## src/rtl/uz_foc_mul_arbiter.sv

```systemverilog
// Round-robin arbiter sharing one pipelined unsigned x signed multiplier
// between several FOC requesters. The winning operands are registered into
// the multiplier, and a tag pipeline running alongside the multiplier routes
// each product back to the requester that issued it.
module uz_foc_mul_arbiter #(
  parameter int NUM_REQ     = 3,
  parameter int MUL_LATENCY = 4,
  parameter int A_WIDTH     = 6,
  parameter int B_WIDTH     = 25,
  parameter int P_WIDTH     = 25
) (
  input  logic                       clk,
  input  logic                       reset,
  input  logic                       ce,
  input  logic [NUM_REQ-1:0]         req_valid,
  output logic [NUM_REQ-1:0]         req_ready,
  input  logic [NUM_REQ*A_WIDTH-1:0] req_a,
  input  logic [NUM_REQ*B_WIDTH-1:0] req_b,
  output logic [NUM_REQ-1:0]         res_valid,
  output logic [P_WIDTH-1:0]         res_p,
  output logic                       mul_ce,
  output logic [A_WIDTH-1:0]         mul_din0,
  output logic [B_WIDTH-1:0]         mul_din1,
  input  logic [P_WIDTH-1:0]         mul_dout,
  output logic                       busy
);

  localparam int ID_W   = (NUM_REQ > 1) ? $clog2(NUM_REQ) : 1;
  // The issue register accounts for one cycle of latency; the tag stages
  // cover the multiplier's own pipeline depth.
  localparam int STAGES = MUL_LATENCY - 1;
  localparam logic [NUM_REQ-1:0] ONE_HOT0 = {{(NUM_REQ-1){1'b0}}, 1'b1};

  logic [ID_W-1:0]    last_grant_r;
  logic               issue_valid_r;
  logic [ID_W-1:0]    issue_id_r;
  logic [A_WIDTH-1:0] din0_r;
  logic [B_WIDTH-1:0] din1_r;
  logic               tag_valid_r [STAGES];
  logic [ID_W-1:0]    tag_id_r    [STAGES];

  logic               found_s;
  logic [ID_W-1:0]    grant_id_s;
  logic [NUM_REQ-1:0] grant_s;
  logic               handshake_s;
  logic [A_WIDTH-1:0] a_sel_s;
  logic [B_WIDTH-1:0] b_sel_s;
  logic               tag_busy_s;

  // Round-robin search starting one past the last granted requester.
  always_comb begin
    int idx;
    found_s    = 1'b0;
    grant_id_s = last_grant_r;
    idx        = 0;
    for (int off = 1; off <= NUM_REQ; off++) begin
      idx = (int'(last_grant_r) + off) % NUM_REQ;
      if (!found_s && req_valid[idx[ID_W-1:0]]) begin
        found_s    = 1'b1;
        grant_id_s = idx[ID_W-1:0];
      end else begin
        found_s    = found_s;
      end
    end
    if (found_s) begin
      grant_s = ONE_HOT0 << grant_id_s;
    end else begin
      grant_s = '0;
    end
  end

  // Select the operands of the granted requester.
  always_comb begin
    a_sel_s = '0;
    b_sel_s = '0;
    for (int i = 0; i < NUM_REQ; i++) begin
      if (grant_s[i]) begin
        a_sel_s = req_a[i*A_WIDTH +: A_WIDTH];
        b_sel_s = req_b[i*B_WIDTH +: B_WIDTH];
      end else begin
        a_sel_s = a_sel_s;
      end
    end
  end

  assign handshake_s = ce & found_s;
  assign req_ready   = ce ? grant_s : '0;

  // Remember the last winner so the next search starts just after it.
  always_ff @(posedge clk or posedge reset) begin
    if (reset) begin
      last_grant_r <= ID_W'(NUM_REQ - 1);
    end else if (handshake_s) begin
      last_grant_r <= grant_id_s;
    end
  end

  // Issue register: launches the accepted operands into the multiplier.
  always_ff @(posedge clk or posedge reset) begin
    if (reset) begin
      issue_valid_r <= 1'b0;
      issue_id_r    <= '0;
      din0_r        <= '0;
      din1_r        <= '0;
    end else if (ce) begin
      issue_valid_r <= handshake_s;
      if (handshake_s) begin
        issue_id_r <= grant_id_s;
        din0_r     <= a_sel_s;
        din1_r     <= b_sel_s;
      end
    end
  end

  // Tag pipeline tracking which requester owns each product in flight.
  always_ff @(posedge clk or posedge reset) begin
    if (reset) begin
      for (int s = 0; s < STAGES; s++) begin
        tag_valid_r[s] <= 1'b0;
        tag_id_r[s]    <= '0;
      end
    end else if (ce) begin
      tag_valid_r[0] <= issue_valid_r;
      tag_id_r[0]    <= issue_id_r;
      for (int s = 1; s < STAGES; s++) begin
        tag_valid_r[s] <= tag_valid_r[s-1];
        tag_id_r[s]    <= tag_id_r[s-1];
      end
    end
  end

  // Any tag still travelling alongside the multiplier keeps busy high.
  always_comb begin
    tag_busy_s = 1'b0;
    for (int s = 0; s < STAGES; s++) begin
      tag_busy_s = tag_busy_s | tag_valid_r[s];
    end
  end

  // Result strobe follows the last tag stage and is suppressed while frozen.
  always_comb begin
    if (ce && tag_valid_r[STAGES-1]) begin
      res_valid = ONE_HOT0 << tag_id_r[STAGES-1];
    end else begin
      res_valid = '0;
    end
  end

  assign res_p    = mul_dout;
  assign mul_ce   = ce;
  assign mul_din0 = din0_r;
  assign mul_din1 = din1_r;
  assign busy     = issue_valid_r | tag_busy_s;

endmodule

```

## config.mk

```make
export PLATFORM = sky130hd
export DESIGN_NAME = uz_foc_mul_arbiter
export DESIGN_NICKNAME = d
export VERILOG_FILES = /design/src/rtl/uz_foc_mul_arbiter.sv
export SDC_FILE = /design/constraint.sdc
export NUM_CORES = 1
export LEC_CHECK = 0
export BUFFER_PORTS_ARGS = -buffer_cell sky130_fd_sc_hd__buf_2
export CORE_MARGIN = 2
export CORE_UTILIZATION = 47
export CTS_CLUSTER_DIAMETER = 50
export DETAILED_ROUTE_END_ITERATION = 12
export PLACE_DENSITY = 0.91
export SYNTH_ARGS = -nofsm -noshare
export SYNTH_HDL_FRONTEND = slang
export SYNTH_SLANG_ARGS = --single-unit
```

## constraint.sdc

```tcl
create_clock -name clk -period 6.1 [get_ports clk]
set_input_delay 0.61 -clock clk [delete_from_list [all_inputs] [get_ports clk]]
set_output_delay 0.61 -clock clk [all_outputs]
set_load 0.05 [all_outputs]
```

Word level (Yosys, flattened, before mapping)
Index checks and enable logic that the tools add are counted.
Widths: inputs -> output; s select.
Operators by class
  $add $sub $neg: 3
  div/mod/pow operators: 3
  order comparisons: 3
  shifts and indexed selects: 2
  mux-type cells: 21
  bitwise operators: 4
  reductions and logical operators: 6
Operators with widths (number)
  $mod 32x3->32 const B: 3
  $mux 25: 3
  $mux 6: 3
  $lt 2x3->1 const B: 3
  $mux 3: 3
  $add 2x2->3 const B: 2
  $bmux 1 s2: 3
  $mux 1: 6
  $mux 2: 3
  $shl 1x2->3 const A: 2
  $add 2x1->3 const B: 1
  $logic_and 1x1->1: 3
  $or 1x1->1: 3
  $logic_not 1->1: 2
  $reduce_and 2->1: 1
  $and 1x1->1: 1
Word-level totals
  register bits after elaboration: 45
  bits of input ports: 124
  output and inout bits: 64
  logic and storage cells: 53

Depth between registers and ports, before layout
  depth after elaboration: 16
  gate-level depth with buffers: 10
  depth with buffers taken out: 8

Least setup slack after synthesis
OpenSTA, ideal clock, no wires.
  path type: register to output
  start: register last_grant_r[1]
  end: output port req_ready[0]
  arrival time: 2.717 ns
  data required time: 5.490 ns
  slack: 2.773 ns
  cell stages (with the launch flop): 10
  path buffers: 1
  cells stage by stage: dfstp_2 > inv_1 > ha_1 > mux2_4 > and2_4 > o32a_1 > o21bai_4 > buf_4 > nand2_1 > nor2_1
On the way
  cells in the longest elaborated chain, start to end: 14
  elaborated cells on any way between the ends: 25
  those cells by class: add/sub (3); div (3); shift (1); mux (14); reduce/logical (4)
RTL lines
  start, declared: RTL line 34  | logic [ID_W-1:0] last_grant_r;
  start signal, assigned: RTL line 92  | last_grant_r <= ID_W'(NUM_REQ - 1);
  start signal, assigned: RTL line 94  | last_grant_r <= grant_id_s;
  $add 2x1->3: RTL line 57  | idx = (int'(last_grant_r) + off) % NUM_REQ;
  $mod 32x3->32: RTL line 57
  $bmux 1 s2: RTL line 58  | if (!found_s && req_valid[idx[ID_W-1:0]]) begin
  $mux 1 (not written as such): RTL line 58
  $mux 1: RTL line 58
  $logic_not 1->1: RTL line 58
  $logic_and 1x1->1: RTL line 58
  $mux 1: RTL line 58
  $logic_not 1->1: RTL line 58
  $logic_and 1x1->1: RTL line 58
  $mux 2: RTL line 58
  $shl 1x2->3: RTL line 66  | grant_s = ONE_HOT0 << grant_id_s;
  $mux 3 *: RTL line 65  | if (found_s) begin
  $mux 3 *: RTL line 87  | assign req_ready = ce ? grant_s : '0;
  end, declared: RTL line 16  | output logic [NUM_REQ-1:0] req_ready,
Every way passes the cells marked *; elsewhere a longest branch is shown, timed or not. The select of a mux whose other input is x is not followed.

Worst setup path after layout
  start: register last_grant_r[1]
  end: output port req_ready[1]
The elaborated chain is that of the path after synthesis.

==> results.json <==
{
  "detailed_place_hpwl_microns": 5540,
  "fin_hold_ws_ns": 0.479,
  "final_max_slew_viol_count": 0,
  "detail_route.iter0.violations": 171,
  "setup_violations": 0,
  "drc_errors": 0,
  "ys_seq_elements": 44,
  "crit_path_end_kind": "primary output",
  "total_switching_power_mw": 1.37,
  "power.share.sequential_pct": 22.1,
  "fin_nets": 544,
  "syn-num-nets": 442,
  "path_max_fanout": 36,
  "number_of_nets_still_failing_antenna_checks_after_routing": 0,
  "cts_max_level": 2,
  "r2r.worst_path.cells": 8,
  "clk_path_buf_depth": 2,
  "power.share.switching_pct": 56.2,
  "ys_async_sr_fraction_pct": 100,
  "initial_utilization_pct": 49.3,
  "synth_sequential_area_ratio_pct": 37.3,
  "buffer_count_from_post_cts_setup_fixing": 0,
  "routed_via_density": 5.56,
  "postRouteWirelength_microns": 7670,
  "yosys_most_used_dff": "dfrtp_1",
  "r2r_slack_ns": 2.86,
  "critPathLaunch": "last_grant_r[1]",
  "final.period_utilization_pct": 65.7,
  "synth.avg_cell_area_sq_um": 9.40,
  "tritoncts": "yes",
  "worst_pin_slew_ns": 0.950,
  "final_layout_size_suffix_gt1_share_pct": 47.7,
  "pin_count_of_the_biggest_net_entering_global_routing": 45,
  "vdd_drop_max_mv": 0.370,
  "post_route_minimum_period_ns": 4.01,
  "placeableCoreArea_sq_um": 5990,
  "hold_class": "flop to flop",
  "dp.cells": 484,
  "non_filler_instance_count_after_layout": 492,
  "area_growth_syn_to_layout_pct": 19.9,
  "ys_types": 37,
  "pwr-share-comb_pct": 70.1,
  "grt_antenna_before_repair": 0,
  "clock_skew_ns": 0.00883,
  "reg_to_reg_start": "last_grant_r[1]",
  "insertion_delay_of_the_later_clocked_pin_in_the_worst_skew_pair_ns": 0.29,
  "final_hold_fails": 0,
  "pwr-share-clk_pct": 7.8,
  "cts_resized": 0,
  "global_route_wire_length_before_repair_microns": 12900,
  "number_of_instances_in_the_synthesized_netlist": 314,
  "numClockSinks": 44,
  "grt_pass1_vias": 2853,
  "drtPass1Iterations": 5,
  "netlist_area_pre_place_sq_um": 2950,
  "num_antenna_cells": 0,
  "drt_wl_cell_microns": 15.6,
  "synth-edff-count": 0,
  "rsz0062_at_grt": "no",
  "start_kind": "flop",
  "port_buffers": 137,
  "final.setup.tns_ns": 0,
  "cts_hold_buffers": 0,
  "cp_data_required_time_ns": 5.49,
  "leak_nw": 1.79,
  "die_area_sq_um": 6930,
  "maxClockFrequency_ghz": 0.250,
  "critPathCapture": "req_ready[1]",
  "clk_pin_slew_ns": 0.09,
  "cell_internal_pwr_mw": 1.06,
  "ys.warnings.count": 0,
  "cts.root.buffer_cell": "clkbuf_8",
  "gp_congestion": 0.955,
  "critPathArrivalTime_ns": 3.40,
  "grt_overflow_total": 0,
  "worst_r2r_endpoint": "mul_din1[23]",
  "timing.slew.headroom_pct": 36.4,
  "num_vias": 2736,
  "die_w_microns": 83.2,
  "max-cap-violations": 0,
  "outcome": "finished, final reports clean",
  "io_pins": 188,
  "power_per_cell_area_nw_per_um2": 687,
  "rows": 28,
  "groute.usage.overall_pct": 22.3,
  "tritoncts.num_buffers": 5,
  "die_h_microns": 83.2,
  "timing_worst_setup_path_type": "flop to primary output"
}
-- cell usage after synthesis, types with 2 or more instances --
library cell / n / area, sq um
dfrtp_1: 43 / 1080
inv_1: 37 / 139
nor2_1: 35 / 131
a21oi_1: 32 / 160
buf_4: 31 / 233
o21ai_0: 30 / 150
a221oi_2: 26 / 390
mux2_2: 9 / 101
nand2_1: 8 / 30.0
clkbuf_1: 7 / 26.3
a221oi_1: 6 / 52.6
a21o_1: 4 / 30.0
buf_2: 4 / 20.0
buf_6: 4 / 45.0
ha_1: 4 / 50.1
o211ai_1: 4 / 30.0
nand3b_1: 3 / 22.5
mux2i_1: 2 / 20.0
nor2b_1: 2 / 12.5
nor3b_1: 2 / 15.0
o21a_1: 2 / 15.0
o21ai_1: 2 / 10.0
o21ai_2: 2 / 17.5
or2_2: 2 / 12.5
-- area by class of cell --
type	count	area (sq um)
clock buffers	6	82.6
fillers	517	2450
multi-input cells	187	1400
inverters	37	139
repair buffers	141	716
well taps	75	93.8
flip-flops and latches	44	1100
clock inverters	2	10.0
-- sequential cells by signal, indices dropped and copies added (netlist names) --
signal,cells
last_grant_r,2
mul_din1,25
mul_din0,6
issue_id_r,1
issue_valid_r,1
tag_id_r,6
tag_valid_r,3
-- how the worst min path moves through the flow --
stage	from	endpoint	slack [ns]	cells past startpoint
after floorplan	issue_id_r[1]	issue_id_r[1]	0.44	1
after global placement	issue_id_r[1]	issue_id_r[1]	0.46	1
after detailed placement	issue_id_r[1]	issue_id_r[1]	0.46	1
after CTS	issue_id_r[1]	issue_id_r[1]	0.48	1
after global routing	issue_id_r[1]	issue_id_r[1]	0.52	1
final	issue_id_r[1]	issue_id_r[1]	0.48	1
-- through the flow --
step	utilization, %	total power, mW	cell area (sq um)	worst slack, ns
2_1_floorplan	-	1.96	2950	2.77
3_3_place_gp	57.5	2.18	3450	2.54
3_5_place_dp	57.5	2.25	3450	2.43
4_1_cts	59.1	2.44	3540	2.10
5_1_grt	59.1	2.59	3540	1.90
6_report	59.1	2.43	3540	2.09
-- cell usage in the layout (no fill, tap or decap), types with 6 or more instances in the layout --
master	count
a21oi_1	32
buf_2	137
nor2_1	34
dfrtp_1	43
clkbuf_8	6
a221oi_1	6
a221oi_2	26
o21ai_0	30
nand2_1	8
mux2_2	9
inv_1	36
-- power groups by stage --
stage          logic [mW]  registers, mW  clock network, mW
6_report             1.70          0.537              0.190
5_1_grt              1.83          0.555              0.202
4_1_cts              1.71          0.536              0.194
3_5_place_dp         1.71          0.537                  0
3_3_place_gp         1.64          0.536                  0
2_1_floorplan        1.06          0.896                  0
-- critical path, cell delays in order, from the launching register on --
cell and delay [ns]:
dfstp_2 0.57, inv_1 0.08, ha_1 0.46, mux2i_2 0.32, o21ai_2 0.11, or3_4 0.42
o21ai_4 0.74, nor2_1 0.14, buf_2 0.26
-- kinds of logic (layout without fill, tap and decap cells) --
kind of cell,after synthesis,count (layout),synth area share [%]
adder cells (fa/ha/maj),4,4,1.70
AND/OR/NAND/NOR,56,56,8.69
flip-flops,44,44,37.3
buffers and inverters,83,186,15.7
multiplexers,13,13,5.09
AO/OA/AOI/OAI,114,114,31.5
-- layer usage --
layer	part of all wire, %	track usage (%)
met1	40	25.1
met2	50	40.2
met3	7.3	5.67
met4	2.1	8.49
met5	0	0
No activity file was read; power rests on OpenSTA's default activity.
